`src/rtl/axi_arb_pkg.sv`:
```
// Shared types and constants for the AXI command arbiter: FSM encoding, AXI burst and
// response codes, the latched command attributes, and the 4 KB boundary helper.
package axi_arb_pkg;

  typedef enum logic [1:0] {
    ST_IDLE  = 2'd0,
    ST_ISSUE = 2'd1,
    ST_WAIT  = 2'd2,
    ST_ERR   = 2'd3
  } arb_state_e;

  localparam logic [1:0] BURST_FIXED = 2'b00;
  localparam logic [1:0] BURST_INCR  = 2'b01;
  localparam logic [1:0] BURST_WRAP  = 2'b10;
  localparam logic [1:0] BURST_RSVD  = 2'b11;

  localparam logic [1:0] RESP_OKAY   = 2'b00;

  typedef struct packed {
    logic       write;
    logic [7:0] len;
    logic [2:0] size;
    logic [1:0] burst;
  } cmd_attr_t;

  // 17 bits holds 0xFFF + 256*128 without overflow for any len/size encoding.
  function automatic logic crosses_4k(input logic [11:0] addr_lo,
                                      input logic [7:0]  len,
                                      input logic [2:0]  size);
    logic [16:0] nbytes;
    nbytes = (17'(len) + 17'd1) << size;
    return (17'(addr_lo) + nbytes) > 17'd4096;
  endfunction

endpackage

```
`src/rtl/axi_cmd_arbiter_if.sv`:
```
// Requester-side and AXI-master-side command signals of the arbiter.
// Handshakes: a transfer happens in the cycle where valid and ready are both high;
// valid must not depend on ready and the command is held stable until then.
interface axi_cmd_arbiter_if #(
    parameter int NREQ  = 4,
    parameter int WIDTH = 32,
    parameter int IDW   = 4,
    parameter int SRCW  = (NREQ > 1) ? $clog2(NREQ) : 1
);
    logic [NREQ-1:0]            req_valid;
    logic [NREQ-1:0]            req_ready;
    logic [NREQ-1:0]            req_write;
    logic [NREQ-1:0][WIDTH-1:0] req_addr;
    logic [NREQ-1:0][7:0]       req_len;
    logic [NREQ-1:0][2:0]       req_size;
    logic [NREQ-1:0][1:0]       req_burst;
    logic [NREQ-1:0][IDW-1:0]   req_id;

    logic                       m_valid;
    logic                       m_ready;
    logic                       m_write;
    logic [WIDTH-1:0]           m_addr;
    logic [7:0]                 m_len;
    logic [2:0]                 m_size;
    logic [1:0]                 m_burst;
    logic [IDW-1:0]             m_id;
    logic [SRCW-1:0]            m_src;
    logic                       m_done;
    logic [1:0]                 m_resp;

    logic [NREQ-1:0]            rsp_valid;
    logic                       rsp_err;

    // Arbiter view.
    modport slave (
        input  req_valid, req_write, req_addr, req_len, req_size, req_burst, req_id,
        output req_ready,
        output m_valid, m_write, m_addr, m_len, m_size, m_burst, m_id, m_src,
        input  m_ready, m_done, m_resp,
        output rsp_valid, rsp_err
    );

    // Environment view: requesters plus the downstream AXI master.
    modport master (
        output req_valid, req_write, req_addr, req_len, req_size, req_burst, req_id,
        input  req_ready,
        input  m_valid, m_write, m_addr, m_len, m_size, m_burst, m_id, m_src,
        output m_ready, m_done, m_resp,
        input  rsp_valid, rsp_err
    );
endinterface

```
`src/rtl/rr_arbiter.sv`:
```
// Round-robin selector: the search starts one past last_grant and wraps around.
module rr_arbiter #(
    parameter int NREQ = 4,
    parameter int IDXW = 2
) (
    input  logic [NREQ-1:0] req,
    input  logic [IDXW-1:0] last_grant,
    output logic [NREQ-1:0] grant,
    output logic [IDXW-1:0] grant_idx,
    output logic            grant_any
);
    logic [IDXW-1:0] cand;

    always_comb begin
        grant     = '0;
        grant_idx = '0;
        grant_any = 1'b0;
        cand      = '0;
        for (int i = 1; i <= NREQ; i++) begin
            cand = IDXW'((int'(last_grant) + i) % NREQ);
            if (!grant_any && req[cand]) begin
                grant_any   = 1'b1;
                grant[cand] = 1'b1;
                grant_idx   = cand;
            end
        end
    end
endmodule

```
`src/rtl/axi_cmd_arbiter.sv`:
```
// Round-robin arbiter funnelling NREQ command requesters onto one AXI command port.
// Define AXI_ARB_4K_CHECK_EN to reject INCR bursts that cross a 4 KB boundary.
module axi_cmd_arbiter
    import axi_arb_pkg::*;
#(
    parameter int NREQ  = 4,
    parameter int WIDTH = 32,
    parameter int IDW   = 4
) (
    input  logic                clk,
    input  logic                reset,
    axi_cmd_arbiter_if.slave    bus,
    output logic [1:0]          dbg_state
);
    localparam int SRCW = (NREQ > 1) ? $clog2(NREQ) : 1;

    localparam logic [1:0] IDLE  = ST_IDLE;
    localparam logic [1:0] ISSUE = ST_ISSUE;
    localparam logic [1:0] WAIT  = ST_WAIT;
    localparam logic [1:0] ERR   = ST_ERR;

    logic [1:0]       state;
    logic [SRCW-1:0]  last_grant;
    logic [SRCW-1:0]  grant_idx;
    logic [NREQ-1:0]  grant_oh;
    logic             grant_any;
    logic             hs;
    logic             to_err;
    cmd_attr_t        attr_sel;

    logic [SRCW-1:0]  src_q;
    cmd_attr_t        attr_q;
    logic [WIDTH-1:0] addr_q;
    logic [IDW-1:0]   id_q;

    logic             done_ok;
    logic             err_pulse;

    rr_arbiter #(.NREQ(NREQ), .IDXW(SRCW)) u_rr (
        .req        (bus.req_valid),
        .last_grant (last_grant),
        .grant      (grant_oh),
        .grant_idx  (grant_idx),
        .grant_any  (grant_any)
    );

    assign hs            = (state == IDLE) && grant_any && !reset;
    assign bus.req_ready = hs ? grant_oh : '0;

    always_comb begin
        attr_sel       = '0;
        attr_sel.write = bus.req_write[grant_idx];
        attr_sel.len   = bus.req_len[grant_idx];
        attr_sel.size  = bus.req_size[grant_idx];
        attr_sel.burst = bus.req_burst[grant_idx];
    end

`ifdef AXI_ARB_4K_CHECK_EN
    assign to_err = (attr_sel.burst == BURST_RSVD) ||
                    ((attr_sel.burst == BURST_INCR) &&
                     crosses_4k(bus.req_addr[grant_idx][11:0], attr_sel.len, attr_sel.size));
`else
    assign to_err = (attr_sel.burst == BURST_RSVD);
`endif

    always_ff @(posedge clk) begin
        if (reset) begin
            state      <= IDLE;
            last_grant <= SRCW'(NREQ - 1);
            src_q      <= '0;
            attr_q     <= '0;
            addr_q     <= '0;
            id_q       <= '0;
        end else begin
            case (state)
                IDLE: begin
                    if (hs) begin
                        src_q      <= grant_idx;
                        attr_q     <= attr_sel;
                        addr_q     <= bus.req_addr[grant_idx];
                        id_q       <= bus.req_id[grant_idx];
                        last_grant <= grant_idx;
                        state      <= to_err ? ERR : ISSUE;
                    end
                end
                ISSUE:   if (bus.m_ready) state <= WAIT;
                WAIT:    if (bus.m_done)  state <= IDLE;
                default: state <= IDLE;
            endcase
        end
    end

    // Completion is reported in the same cycle as m_done (or the ERR cycle); a
    // reset in that cycle suppresses it so the dropped command never responds.
    assign done_ok   = !reset && (state == WAIT) && bus.m_done;
    assign err_pulse = !reset && (state == ERR);

    assign bus.rsp_valid = (done_ok || err_pulse) ? (NREQ'(1) << src_q) : '0;
    assign bus.rsp_err   = err_pulse || (done_ok && (bus.m_resp != RESP_OKAY));

    assign bus.m_valid = !reset && (state == ISSUE);
    assign bus.m_write = attr_q.write;
    assign bus.m_addr  = addr_q;
    assign bus.m_len   = attr_q.len;
    assign bus.m_size  = attr_q.size;
    assign bus.m_burst = attr_q.burst;
    assign bus.m_id    = id_q;
    assign bus.m_src   = src_q;

    assign dbg_state = state;
endmodule
```
`src/flat_wrapper.sv`:
```
// flat-port wrapper written by rule: the top's interface ports become plain ports
module axi_cmd_arbiter_flat import axi_arb_pkg::*;
#(
    parameter int NREQ  = 4,
    parameter int WIDTH = 32,
    parameter int IDW   = 4
)
  (clk, reset, dbg_state, bus_req_valid, bus_req_write, bus_req_addr, bus_req_len, bus_req_size, bus_req_burst, bus_req_id, bus_req_ready, bus_m_valid, bus_m_write, bus_m_addr, bus_m_len, bus_m_size, bus_m_burst, bus_m_id, bus_m_src, bus_m_ready, bus_m_done, bus_m_resp, bus_rsp_valid, bus_rsp_err);
  axi_cmd_arbiter_if #(.NREQ(NREQ), .WIDTH(WIDTH), .IDW(IDW)) bus_i ();
  input  logic clk;
  input  logic reset;
  output logic [1:0] dbg_state;
  input wire logic [$bits(bus_i.req_valid)-1:0] bus_req_valid;
  input wire logic [$bits(bus_i.req_write)-1:0] bus_req_write;
  input wire logic [$bits(bus_i.req_addr)-1:0] bus_req_addr;
  input wire logic [$bits(bus_i.req_len)-1:0] bus_req_len;
  input wire logic [$bits(bus_i.req_size)-1:0] bus_req_size;
  input wire logic [$bits(bus_i.req_burst)-1:0] bus_req_burst;
  input wire logic [$bits(bus_i.req_id)-1:0] bus_req_id;
  output wire logic [$bits(bus_i.req_ready)-1:0] bus_req_ready;
  output wire logic [$bits(bus_i.m_valid)-1:0] bus_m_valid;
  output wire logic [$bits(bus_i.m_write)-1:0] bus_m_write;
  output wire logic [$bits(bus_i.m_addr)-1:0] bus_m_addr;
  output wire logic [$bits(bus_i.m_len)-1:0] bus_m_len;
  output wire logic [$bits(bus_i.m_size)-1:0] bus_m_size;
  output wire logic [$bits(bus_i.m_burst)-1:0] bus_m_burst;
  output wire logic [$bits(bus_i.m_id)-1:0] bus_m_id;
  output wire logic [$bits(bus_i.m_src)-1:0] bus_m_src;
  input wire logic [$bits(bus_i.m_ready)-1:0] bus_m_ready;
  input wire logic [$bits(bus_i.m_done)-1:0] bus_m_done;
  input wire logic [$bits(bus_i.m_resp)-1:0] bus_m_resp;
  output wire logic [$bits(bus_i.rsp_valid)-1:0] bus_rsp_valid;
  output wire logic [$bits(bus_i.rsp_err)-1:0] bus_rsp_err;
  assign bus_i.req_valid = bus_req_valid;
  assign bus_i.req_write = bus_req_write;
  assign bus_i.req_addr = bus_req_addr;
  assign bus_i.req_len = bus_req_len;
  assign bus_i.req_size = bus_req_size;
  assign bus_i.req_burst = bus_req_burst;
  assign bus_i.req_id = bus_req_id;
  assign bus_req_ready = bus_i.req_ready;
  assign bus_m_valid = bus_i.m_valid;
  assign bus_m_write = bus_i.m_write;
  assign bus_m_addr = bus_i.m_addr;
  assign bus_m_len = bus_i.m_len;
  assign bus_m_size = bus_i.m_size;
  assign bus_m_burst = bus_i.m_burst;
  assign bus_m_id = bus_i.m_id;
  assign bus_m_src = bus_i.m_src;
  assign bus_i.m_ready = bus_m_ready;
  assign bus_i.m_done = bus_m_done;
  assign bus_i.m_resp = bus_m_resp;
  assign bus_rsp_valid = bus_i.rsp_valid;
  assign bus_rsp_err = bus_i.rsp_err;
  axi_cmd_arbiter #(.NREQ(NREQ), .WIDTH(WIDTH), .IDW(IDW)) u_core (.clk(clk), .reset(reset), .bus(bus_i), .dbg_state(dbg_state));
endmodule
```
`config.mk`:
```
export PLATFORM = sky130hd
export DESIGN_NAME = axi_cmd_arbiter_flat
export DESIGN_NICKNAME = d
export VERILOG_FILES = /design/src/rtl/axi_arb_pkg.sv /design/src/rtl/axi_cmd_arbiter_if.sv /design/src/rtl/rr_arbiter.sv /design/src/rtl/axi_cmd_arbiter.sv /design/src/flat_wrapper.sv
export SDC_FILE = /design/constraint.sdc
export NUM_CORES = 1
export LEC_CHECK = 0
export CORE_ASPECT_RATIO = 1.5
export CORE_MARGIN = 3
export CORE_UTILIZATION = 36
export CTS_CLUSTER_SIZE = 40
export DETAILED_ROUTE_END_ITERATION = 8
export HOLD_SLACK_MARGIN = 0.08
export PLACE_DENSITY = 0.81
export SETUP_SLACK_MARGIN = 0.05
export SYNTH_ARGS = -nofsm -noshare
export SYNTH_HDL_FRONTEND = slang
export SYNTH_SLANG_ARGS = --single-unit
```
`constraint.sdc`:
```
create_clock -name clk -period 4.4 [get_ports clk]
set_clock_uncertainty 0.1 [all_clocks]
set_input_delay 1.1 -clock clk [delete_from_list [all_inputs] [get_ports clk]]
set_output_delay 1.1 -clock clk [all_outputs]
set_load 0.01 [all_outputs]
```
; ---- Word level (Yosys, flattened, before mapping)
; Index checks and enable logic that the tools add are counted.
[word_totals]
latch_bits = 0
ff_bits = 56
elab_cells = 104
mem_count = 0
ramBits = 0
mem_bits_ro = 0
output_inout_bits = 64
[op_classes]
addsub = 4
magnitude_cmp = 9
reduce_logical = 24
n_mul = 0
div_mod_pow = 0
bitwise_logic = 3
mux = 47
n_eq_ne = 7
shift = 1
[ops]
columns = operator, n
row1 = $bmux 32 s2, 1
row2 = $mux 32, 1
row3 = $mux 4, 7
row4 = $mux 2, 9
row5 = $bmux 8 s2, 1
row6 = $lt 2x3->1 const B, 5
row7 = $logic_and 1x1->1, 14
row8 = $mux 1, 13
row9 = $or 4x4->4, 3
row10 = $bmux 1 s2, 5
row11 = $bmux 4 s2, 1
row12 = $demux 1 s2, 4
row13 = $ge 2x1->1 const B, 4
row14 = $mux 8, 1
row15 = $bmux 3 s2, 1
row16 = $eq 2x2->1 const B, 3
row17 = $pmux 2 s3, 1
row18 = $add 2x1->2 const B, 2
row19 = $add 2x2->2 const B, 2
row20 = $bmux 2 s2, 1
row21 = $logic_not 1->1, 4
row22 = $ne 2x2->1 const B, 2
row23 = $shl 1x2->4 const A, 1
row24 = $mux 3, 1
row25 = other kinds (7), 8

; ---- Depth between registers and ports, before layout
; Gate-level depths: netlist of the first run.
[logic_depth]
depth_word = 19
depth_mapped = 14
depth_no_buf = 9

; ---- Modules after synthesis
; From an unflattened synthesis of the first run, not the netlist that was laid out.
[unflattened]
cells_unflattened = 298
area_unflattened_um2 = 3702.3
[modules_own_cells]
columns = module, n_inst, area_each_um2, seq_area_each_um2, cells_each
row1 = axi_cmd_arbiter, 1, 3072.9, 1121.1, 212
row2 = rr_arbiter, 1, 629.4, 0.0, 86

; ---- Least setup slack after synthesis of the first run
; Ideal clock, no wire load.
[synth_path]
path_kind = input port to output port
from = input bus_req_valid[3]
to = output bus_req_ready[0]
arrival_ps = 2472
stages = 7
path_buffers = 1
setup_slack_ps = 728
required_ps = 3200
cell_sequence = clkbuf_1 -> mux4_2 -> nor2b_1 -> a22oi_1 -> nor2_1 -> a221oi_1 -> nor2_1
[synth_via]
elab_chain_cells = 15
[synth_rtl]
columns = item, line_no
row1 = from (decl), flat_wrapper.sv:13  ; input wire logic [$bits(bus_i.req_valid)-1:0] bus_req_valid;
row2 = $bmux 1 s2, rr_arbiter.sv:21  ; if (!grant_any && req[cand]) begin
row3 = $mux 1 (implied by the code), rr_arbiter.sv:21
row4 = $mux 1, rr_arbiter.sv:21
row5 = $logic_not 1->1, rr_arbiter.sv:21
row6 = $logic_and 1x1->1, rr_arbiter.sv:21
row7 = $mux 1, rr_arbiter.sv:21
row8 = $logic_not 1->1, rr_arbiter.sv:21
row9 = $logic_and 1x1->1, rr_arbiter.sv:21
row10 = $mux 1, rr_arbiter.sv:21
row11 = $logic_not 1->1, rr_arbiter.sv:21
row12 = $logic_and 1x1->1, rr_arbiter.sv:21
row13 = $mux 1, rr_arbiter.sv:21
row14 = $logic_and 1x1->1 (2 in a row), axi_cmd_arbiter.sv:47  ; assign hs = (state == IDLE) && grant_any && !reset;
row15 = $mux 4 (*), axi_cmd_arbiter.sv:48  ; assign bus.req_ready = hs ? grant_oh : '0;
row16 = to (decl), flat_wrapper.sv:20  ; output wire logic [$bits(bus_i.req_ready)-1:0] bus_req_ready;
; Mark *: on every way between the ends. The rest lies on a longest branch, timed or not. The select of a mux whose other input is x is not followed.

; ---- Worst setup path after layout of the first run
[layout_path]
from = input bus_req_valid[0]
to = output bus_req_ready[3]
; The elaborated chain is that of the path after synthesis.

==> results of run 1 <==
[cell type report]
class,instances,area [um2]
inverter,4,15.0
tap,144,180
fill,975,3710
clock buffer,7,133
multi-input combinational,437,2740
timing repair buffer,291,2910
clock inverter,1,8.76
sequential,56,1120
[state kept, by name, summed over array words and instances (netlist names)]
signal,flops
u_core.bus.m_addr,32
u_core.bus.m_burst,2
u_core.bus.m_id,4
u_core.bus.m_len,8
u_core.bus.m_size,3
u_core.bus.m_src,2
u_core.bus.m_write,1
u_core.dbg_state,2
u_core.last_grant,2
[logic make-up (layout without fill, tap and decap cells)]
| logic type | after synthesis | in the layout | share of synthesized area (%) |
|---|---|---|---|
| adders and majority gates | 8 | 8 | 2.46 |
| DFF | 56 | 56 | 27.6 |
| and+or+nand+nor | 245 | 245 | 25.0 |
| AOI/OAI and AO/OA | 77 | 77 | 11.0 |
| xor gates and xnor gates | 1 | 1 | 0.216 |
| muxes | 106 | 106 | 27.7 |
| buffers and inverters | 47 | 303 | 6.10 |
[stage by stage]
step | setup slack (ns) | cells | TNS [ns] | hold slack [ns] | area, um2
3_5_place_dp | -0.186 | 932 | -0.643 | 0.346 | 6950
5_1_grt | 0.0344 | 940 | 0 | 0.375 | 7110
4_1_cts | 0.0566 | 940 | 0 | 0.356 | 7100
3_3_place_gp | -0.0445 | 932 | -0.158 | 0.342 | 6950
2_1_floorplan | 0.728 | 540 | 0 | 0.376 | 4060
6_report | 0.0745 | 940 | 0 | 0.354 | 7110
[routing by layer]
metal  vias to the layer above  GRT usage [%]
met5                         -              0
met4                         0           8.31
met3                        40           4.54
met2                       200           46.1
met1                      2194           24.5
li1                       2378              -
[power by group through the flow]
| stage | logic, mW | registers [mW] | clock network, mW |
|---|---|---|---|
| floorplan | 2.05 | 0.867 | 0 |
| global placement | 3.05 | 0.797 | 0 |
| detailed placement | 3.12 | 0.807 | 0 |
| CTS | 3.12 | 0.796 | 0.391 |
| global route | 3.40 | 0.817 | 0.410 |
| finish | 3.11 | 0.796 | 0.379 |
[cell usage in the layout (no fill, tap or decap), drive strengths merged, types with 3 or more instances in the layout]
cell             n
a21oi           56
nand2          160
a221oi           4
mux4             5
o21ai            3
clkbuf           7
buf             19
clkdlybuf4s50  266
nor3             5
nand3           50
mux2i          101
a22oi            4
nor2            20
nand2b           3
ha               8
dfxtp           56
dlygate4sd2      4
inv              4
[worst reg2reg max path, delay by kind of cell (launching register included)]
family	cells	cell delay (ns)
multiplexers	2	0.84
AO/OA/AOI/OAI	2	0.52
buffers and inverters	4	0.91
AND/OR/NAND/NOR	2	0.19
flip-flops	1	0.33
[path summary, 6_finish.rpt]
check / startpoint / endpoint / slack, ns
max: bus_req_valid[0] / bus_req_ready[3] / 0.07
min reg2reg: u_core.bus.m_addr[9] / u_core.bus.m_addr[9] / 0.35
max reg2reg: u_core.last_grant[0] / u_core.bus.m_len[1] / 1.40
min: u_core.bus.m_addr[9] / u_core.bus.m_addr[9] / 0.35
[timing repair]
action                                  CTS  global route
endpoints found under the setup margin    4             4
pin swaps                                 0             1
gates resized for setup                   6             4
==> results.md, run 1 <==
- Total CTS buffers: 5
- CTS Hold Buffers Added: 0
- Met3 routed WL: 878 um
- Crit path arrival time: 3.13 ns
- Die H: 136 um
- H-tree depth: 2
- Dominant cell type by area after synthesis: dfxtp_1
- CTS tree: built
- Comb power frac: 72.5%
- Mean Syn Cell Area: 7.52 um2
- Period utilisation layout: 98.3%
- Fmax: 231 MHz
- CP max-delay cell: mux4_2
- Relative max-transition margin: 62.0%
- Setup Fix Bufs, Post-CTS: 0
- Net switching power figure: 1.91 mW
- Layout area overhead: 75.1%
- Fin crit period: 4.33 ns
- I/O Buffers: 273
- Top-count cell post-synth: nand2_1
- Clock-pin slew on the worst setup and hold paths: 0.06 ns
- Number of flops mapped to enable cells by yosys: 0
- Hpwl dp: 12600 um
- #FFs+latches synth: 56
- Top cell type's share of synthesized area: 27.6%
- Pleak: 3.12 nW
- Warnings, synthesis: 0
- Final count of hold timing violations: 0
- CORE AREA: 10800 um2
- WL final: 15500 um
- WL per Instance: 16.4 um
- Highest Signal Layer: met4
- Cell area power density: 602 nW/um2
- Outcome: finished, final reports clean
- Share of cells above drive strength 1: 5.03%
- Worst VDD drop: 0.386 mV
- Critical Path RT: 3.20 ns
- Met2 routed WL: 8650 um
- Top cells by instance count after synthesis: nand2_1 (160), mux2i_1 (101), a21oi_1 (56), dfxtp_1 (56), nand3_1 (50)
- Fin util: 65.7%
- Vias in the first global route: 4904
- Inserted Diodes: 0
- Crit-path max cell delay: 0.50 ns
- RSZ-0062 raised after global routing: false
- Synth unique cells: 35
- CP most frequent cell: nor2_1
- Vias per cell: 5.12
- Site row count: 46
- Clock sink count: 56
- Sequential area share after synthesis: 27.6%
- Cell Area, Synth: 4060 um2
- Largest net degree at the start of global routing: 56
- Switch share: 44.6%
- CP Launch Type: input port
- Buf/Inv on CP: 3
- Routability cong.: 0.891
- Metal-1 WL: 5400 um
- Cell family with most CP delay: buffers and inverters
- Hold path depth: 2
- Clock share of power: 8.9%
- All-Layer GR Usage: 23.6%
- Max cap viols: 0
- Die Span X: 92.7 um
- WP depth: 8
- Initial Util: 37.5%
- Routed Antenna Nets: 0
- Worst Setup End Kind: output pin
- CP cell instances: clkdlybuf4s50_1 -> mux4_2 -> buf_4 -> a22oi_1 -> nor2_1 -> a221oi_1 -> nor2_1 -> dlygate4sd2_1
- Longest Clk Path Bufs: 2
- Internal Power: 2.37 mW
- First-pass GRT wire length: 24000 um
- Setup Crit Path Kind: input port to output pin
- Max Slew Vio Count: 0
- Fraction of registers with async set/reset: 0%
- Power consumption: 4.28 mW
- Synth area leaders: dfxtp_1 (28%), mux2i_1 (25%), nand2_1 (15%)
- Syn_nets: 758
- Vias: 4812
- Antenna violations before repair: 0
- Slew @ Worst Pin: 0.568 ns
- Total grt overflow: 0
- Worst-path maximum fanout: 6
- Endpoints failing setup: 0
- R2R depth: 10
- Hold WC Path Type: flip-flop to flip-flop
- Clock Latency Late Sink: 0.28 ns
- Post-Syn Instances: 540
- DR iter-0 viols: 187
- # IOs: 274
- Flop pwr share: 18.6%
- # DRC: 0
- Total die area: 12600 um2
- Initial DRT Pass Iterations: 8
- Nets@finish: 1013
- Clk root buf: clkbuf_16
- Post-synth top flop: dfxtp_1
Note: power is estimated with default switching activity, not from simulation.
==> inputs of run 2 (changes only) <==
--- a/config.mk
+++ b/config.mk
@@ -5,9 +5,11 @@
 export SDC_FILE = /design/constraint.sdc
 export NUM_CORES = 1
 export LEC_CHECK = 0
+export CAP_MARGIN = 20
 export CORE_ASPECT_RATIO = 1.5
 export CORE_MARGIN = 3
 export CORE_UTILIZATION = 36
+export CTS_CLUSTER_DIAMETER = 150
 export CTS_CLUSTER_SIZE = 40
 export DETAILED_ROUTE_END_ITERATION = 8
 export HOLD_SLACK_MARGIN = 0.08
==> results of run 2 <==
Same layout as run 1: the final DEF is identical, and so are final timing and power.
==> inputs of run 3 (changes only) <==
--- a/config.mk
+++ b/config.mk
@@ -5,15 +5,14 @@
 export SDC_FILE = /design/constraint.sdc
 export NUM_CORES = 1
 export LEC_CHECK = 0
-export CAP_MARGIN = 20
 export CORE_ASPECT_RATIO = 1.5
-export CORE_MARGIN = 3
+export CORE_MARGIN = 10
 export CORE_UTILIZATION = 36
 export CTS_CLUSTER_DIAMETER = 150
 export CTS_CLUSTER_SIZE = 40
 export DETAILED_ROUTE_END_ITERATION = 8
 export HOLD_SLACK_MARGIN = 0.08
-export PLACE_DENSITY = 0.81
+export PLACE_DENSITY = 0.92
 export SETUP_SLACK_MARGIN = 0.05
 export SYNTH_ARGS = -nofsm -noshare
 export SYNTH_HDL_FRONTEND = slang
==> run 3 against run 2 <==
Routed wire length up 9.8%. Via count increased by 0.12%. Combinational power about the same. Worst hold slack better by 0.00066 ns. Clock power rose by 25%. Power increased by 2.5%. Core utilization is 1.0 points lower. Design area rose by 0.58%. Fmax is 1.1% higher. Critical endpoint is now bus_req_ready[1]. Largest power group unchanged. Cell count is 0.43% higher. Critical path depth is the same. Global-route usage fell by 3.1 points.
==> results.md, run 3 (synthesis results as in run 1) <==
- Outcome: finished, final reports clean
- FILL cells: 941 (-3.5%)
- Antenna violations before repair: 1 (+1)
- First-pass GRT wire length: 26500 um (+10%)
- Fin crit period: 4.28 ns (-0.0451 ns)
- Critical Path RT: 3.20 ns (about the same)
- CP max-delay cell: mux4_2
- # IOs: 274 (unchanged)
- Nets@finish: 1014 (+0.099%)
- Commonest non-fill, non-tap cell in the layout: clkdlybuf4s50_1
- Routability cong.: 0.854 (-4.1%)
- Placed cell areas: 6950 um2 (about the same)
- Largest net degree at the start of global routing: 53 (-5.4%)
- Area occupied by multi-input gates: 2760 um2 (+0.41%)
- RSZ-0062 raised after global routing: true
- Initial DRT Pass Iterations: 5 (-3)
- Cell area power density: 613 nW/um2 (+1.9%)
- CP cell instances: clkdlybuf4s50_1 -> mux4_2 -> buf_4 -> a22oi_1 -> nor2_1 -> a221oi_1 -> nor2_1 -> dlygate4sd2_1
- Vias in the first global route: 5111 (+4.2%)
- Share of cells above drive strength 1: 5.65% (+0.62 points)
- Final count of hold timing violations: 0 (unchanged)
- # DRC: 0 (unchanged)
- Total grt overflow: 0 (unchanged)
- Pleak: 3.12 nW (+0.11%)
- Power consumption: 4.39 mW (+2.5%)
- Layout area overhead: 76.1%
- Slew @ Worst Pin: 0.636 ns (+0.0685 ns)
- Hpwl dp: 13900 um (+10%)
- Relative max-transition margin: 57.4% (-4.6 points)
- Sequential cell area: 1120 um2 (unchanged)
- Crit path arrival time: 3.08 ns (-0.05 ns)
- Total CTS buffers: 5 (unchanged)
- Clock sink count: 56 (unchanged)
- Highest-count cells in the layout ignoring fill and taps: clkdlybuf4s50_1 (268), nand2_1 (159), mux2i_1 (101)
- Flip-flop count of the largest register after layout: 32 (unchanged)
- Total die area: 16000 um2 (+27%)
- CP most frequent cell: nor2_1
- WL per Instance: 18.0 um (+9.3%)
- Worst Setup End Kind: output pin
- Max cap viols: 0 (unchanged)
- CTS tree: built
- CTS Hold Buffers Added: 0 (unchanged)
- Max Slew Vio Count: 0 (unchanged)
- Worst-path maximum fanout: 6 (unchanged)
- Vias: 4818 (+0.12%)
- Clock Latency Late Sink: 0.29 ns (about the same)
- WL final: 17000 um (+9.8%)
- Routed Antenna Nets: 0 (unchanged)
- Design Area, Final: 7160 um2 (+0.58%)
- Longest Clk Path Bufs: 2 (unchanged)
- Post-Layout Cell Count: 944 (+0.43%)
- Endpoints failing setup: 0 (unchanged)
- I/O Buffers: 273 (unchanged)
- Buf/Inv on CP: 3 (unchanged)
- Inserted Diodes: 0 (unchanged)
- H-tree depth: 2 (unchanged)
- CP Launch Type: input port
- Initial Util: 36.7% (-0.80 points)
- CORE AREA: 11100 um2 (+2.2%)
- DR iter-0 viols: 141 (-25%)
- All-Layer GR Usage: 20.4% (-3.1 points)
- Worst VDD drop: 0.345 mV (-11%)
- Setup Crit Path Kind: input port to output pin
- Hold slack: 0.355 ns (+0.000661 ns)
- Site row count: 47 (+2.2%)
- Fmax: 234 MHz (+1.1%)
- Setup Fix Bufs, Post-CTS: 0 (unchanged)
- Vias per cell: 5.10 (-0.30%)
- Die H: 150 um (+10%)
- Post-Place Cells: 936 (+0.43%)
- Fin util: 64.7% (-1.0 points)
- Clock-pin slew on the worst setup and hold paths: 0.07 ns (about the same)
- Clk root buf: clkbuf_16
- Hold WC Path Type: flip-flop to flip-flop
- Cell family with most CP delay: buffers and inverters
- Period utilisation layout: 97.3% (-1.0 points)
- Crit-path max cell delay: 0.51 ns (about the same)
- Die Span X: 107 um (+15%)
-- run 3: changes by cell type in the layout (fill, tap and decap cells not counted) --
| cell | previous run | this run |
|---|---|---|
| a221oi_1 | 2 | 1 |
| a221oi_2 | 2 | 3 |
| buf_12 | 4 | 3 |
| buf_4 | 14 | 16 |
| bufinv_16 | 0 | 1 |
| clkbuf_1 | 2 | 0 |
| clkbuf_8 | 0 | 1 |
| clkdlybuf4s50_1 | 266 | 268 |
| dlymetal6s2s_1 | 2 | 0 |
| nor3_1 | 5 | 4 |
| nor3_2 | 0 | 1 |
-- run 3: path summary, 6_finish.rpt --
| path | from | end | slack [ns] | cells past startpoint |
|---|---|---|---|---|
| worst max-delay path | bus_req_valid[1] | bus_req_ready[1] | 0.12 | 8 |
| worst min-delay path | u_core.bus.m_addr[24] | u_core.bus.m_addr[24] | 0.35 | 2 |
| worst max register to register | u_core.last_grant[0] | u_core.dbg_state[1] | 1.45 | 10 |
| worst min register to register | u_core.bus.m_addr[24] | u_core.bus.m_addr[24] | 0.35 | 2 |
-- run 3: per-layer routing --
metal  GRT usage, %  up-vias  routed length (um)
li1               -     2374                   -
met1           21.0     2215                5860
met2           37.9      189                9220
met3           5.52       38                1250
met4           8.56        2                 609
met5              0        -                  13
-- run 3: power breakdown --
group          internal [mW]  switching, mW
combinational           1.47           1.65
clock                  0.286          0.186
sequential             0.685          0.111
total                   2.44           1.94
-- run 3: cell type report --
class | instances | area share [%]
timing repair buffer | 292 | 40.6
multi-input combinational | 437 | 38.5
sequential | 56 | 15.7
tap | 147 | 2.57
clock buffer | 6 | 1.94
clock inverter | 2 | 0.542
inverter | 4 | 0.210
-- run 3: repair_timing --
item / CTS / global route
pin swaps: 0 / 1
gates resized for setup: 6 / 4
cloned: 0 / 0
endpoints found under the setup margin: 4 / 4
-- run 3: per-stage QoR --
step / worst slack, ns / setup TNS (ns)
6_report: 0.120 / 0
5_1_grt: 0.00217 / 0
4_1_cts: 0.104 / 0
3_5_place_dp: -0.193 / -0.569
3_3_place_gp: -0.0779 / -0.281
2_1_floorplan: 0.728 / 0
-- run 3: worst register-to-register path, stage by stage, from the launching register on --
cell and delay (ns):
dfxtp_1 0.33, buf_4 0.24, mux4_2 0.55, buf_4 0.18, o311ai_4 0.29, buf_12 0.25
buf_12 0.31, mux2i_1 0.29, nor3_1 0.08, o21ai_1 0.13, a21oi_1 0.08
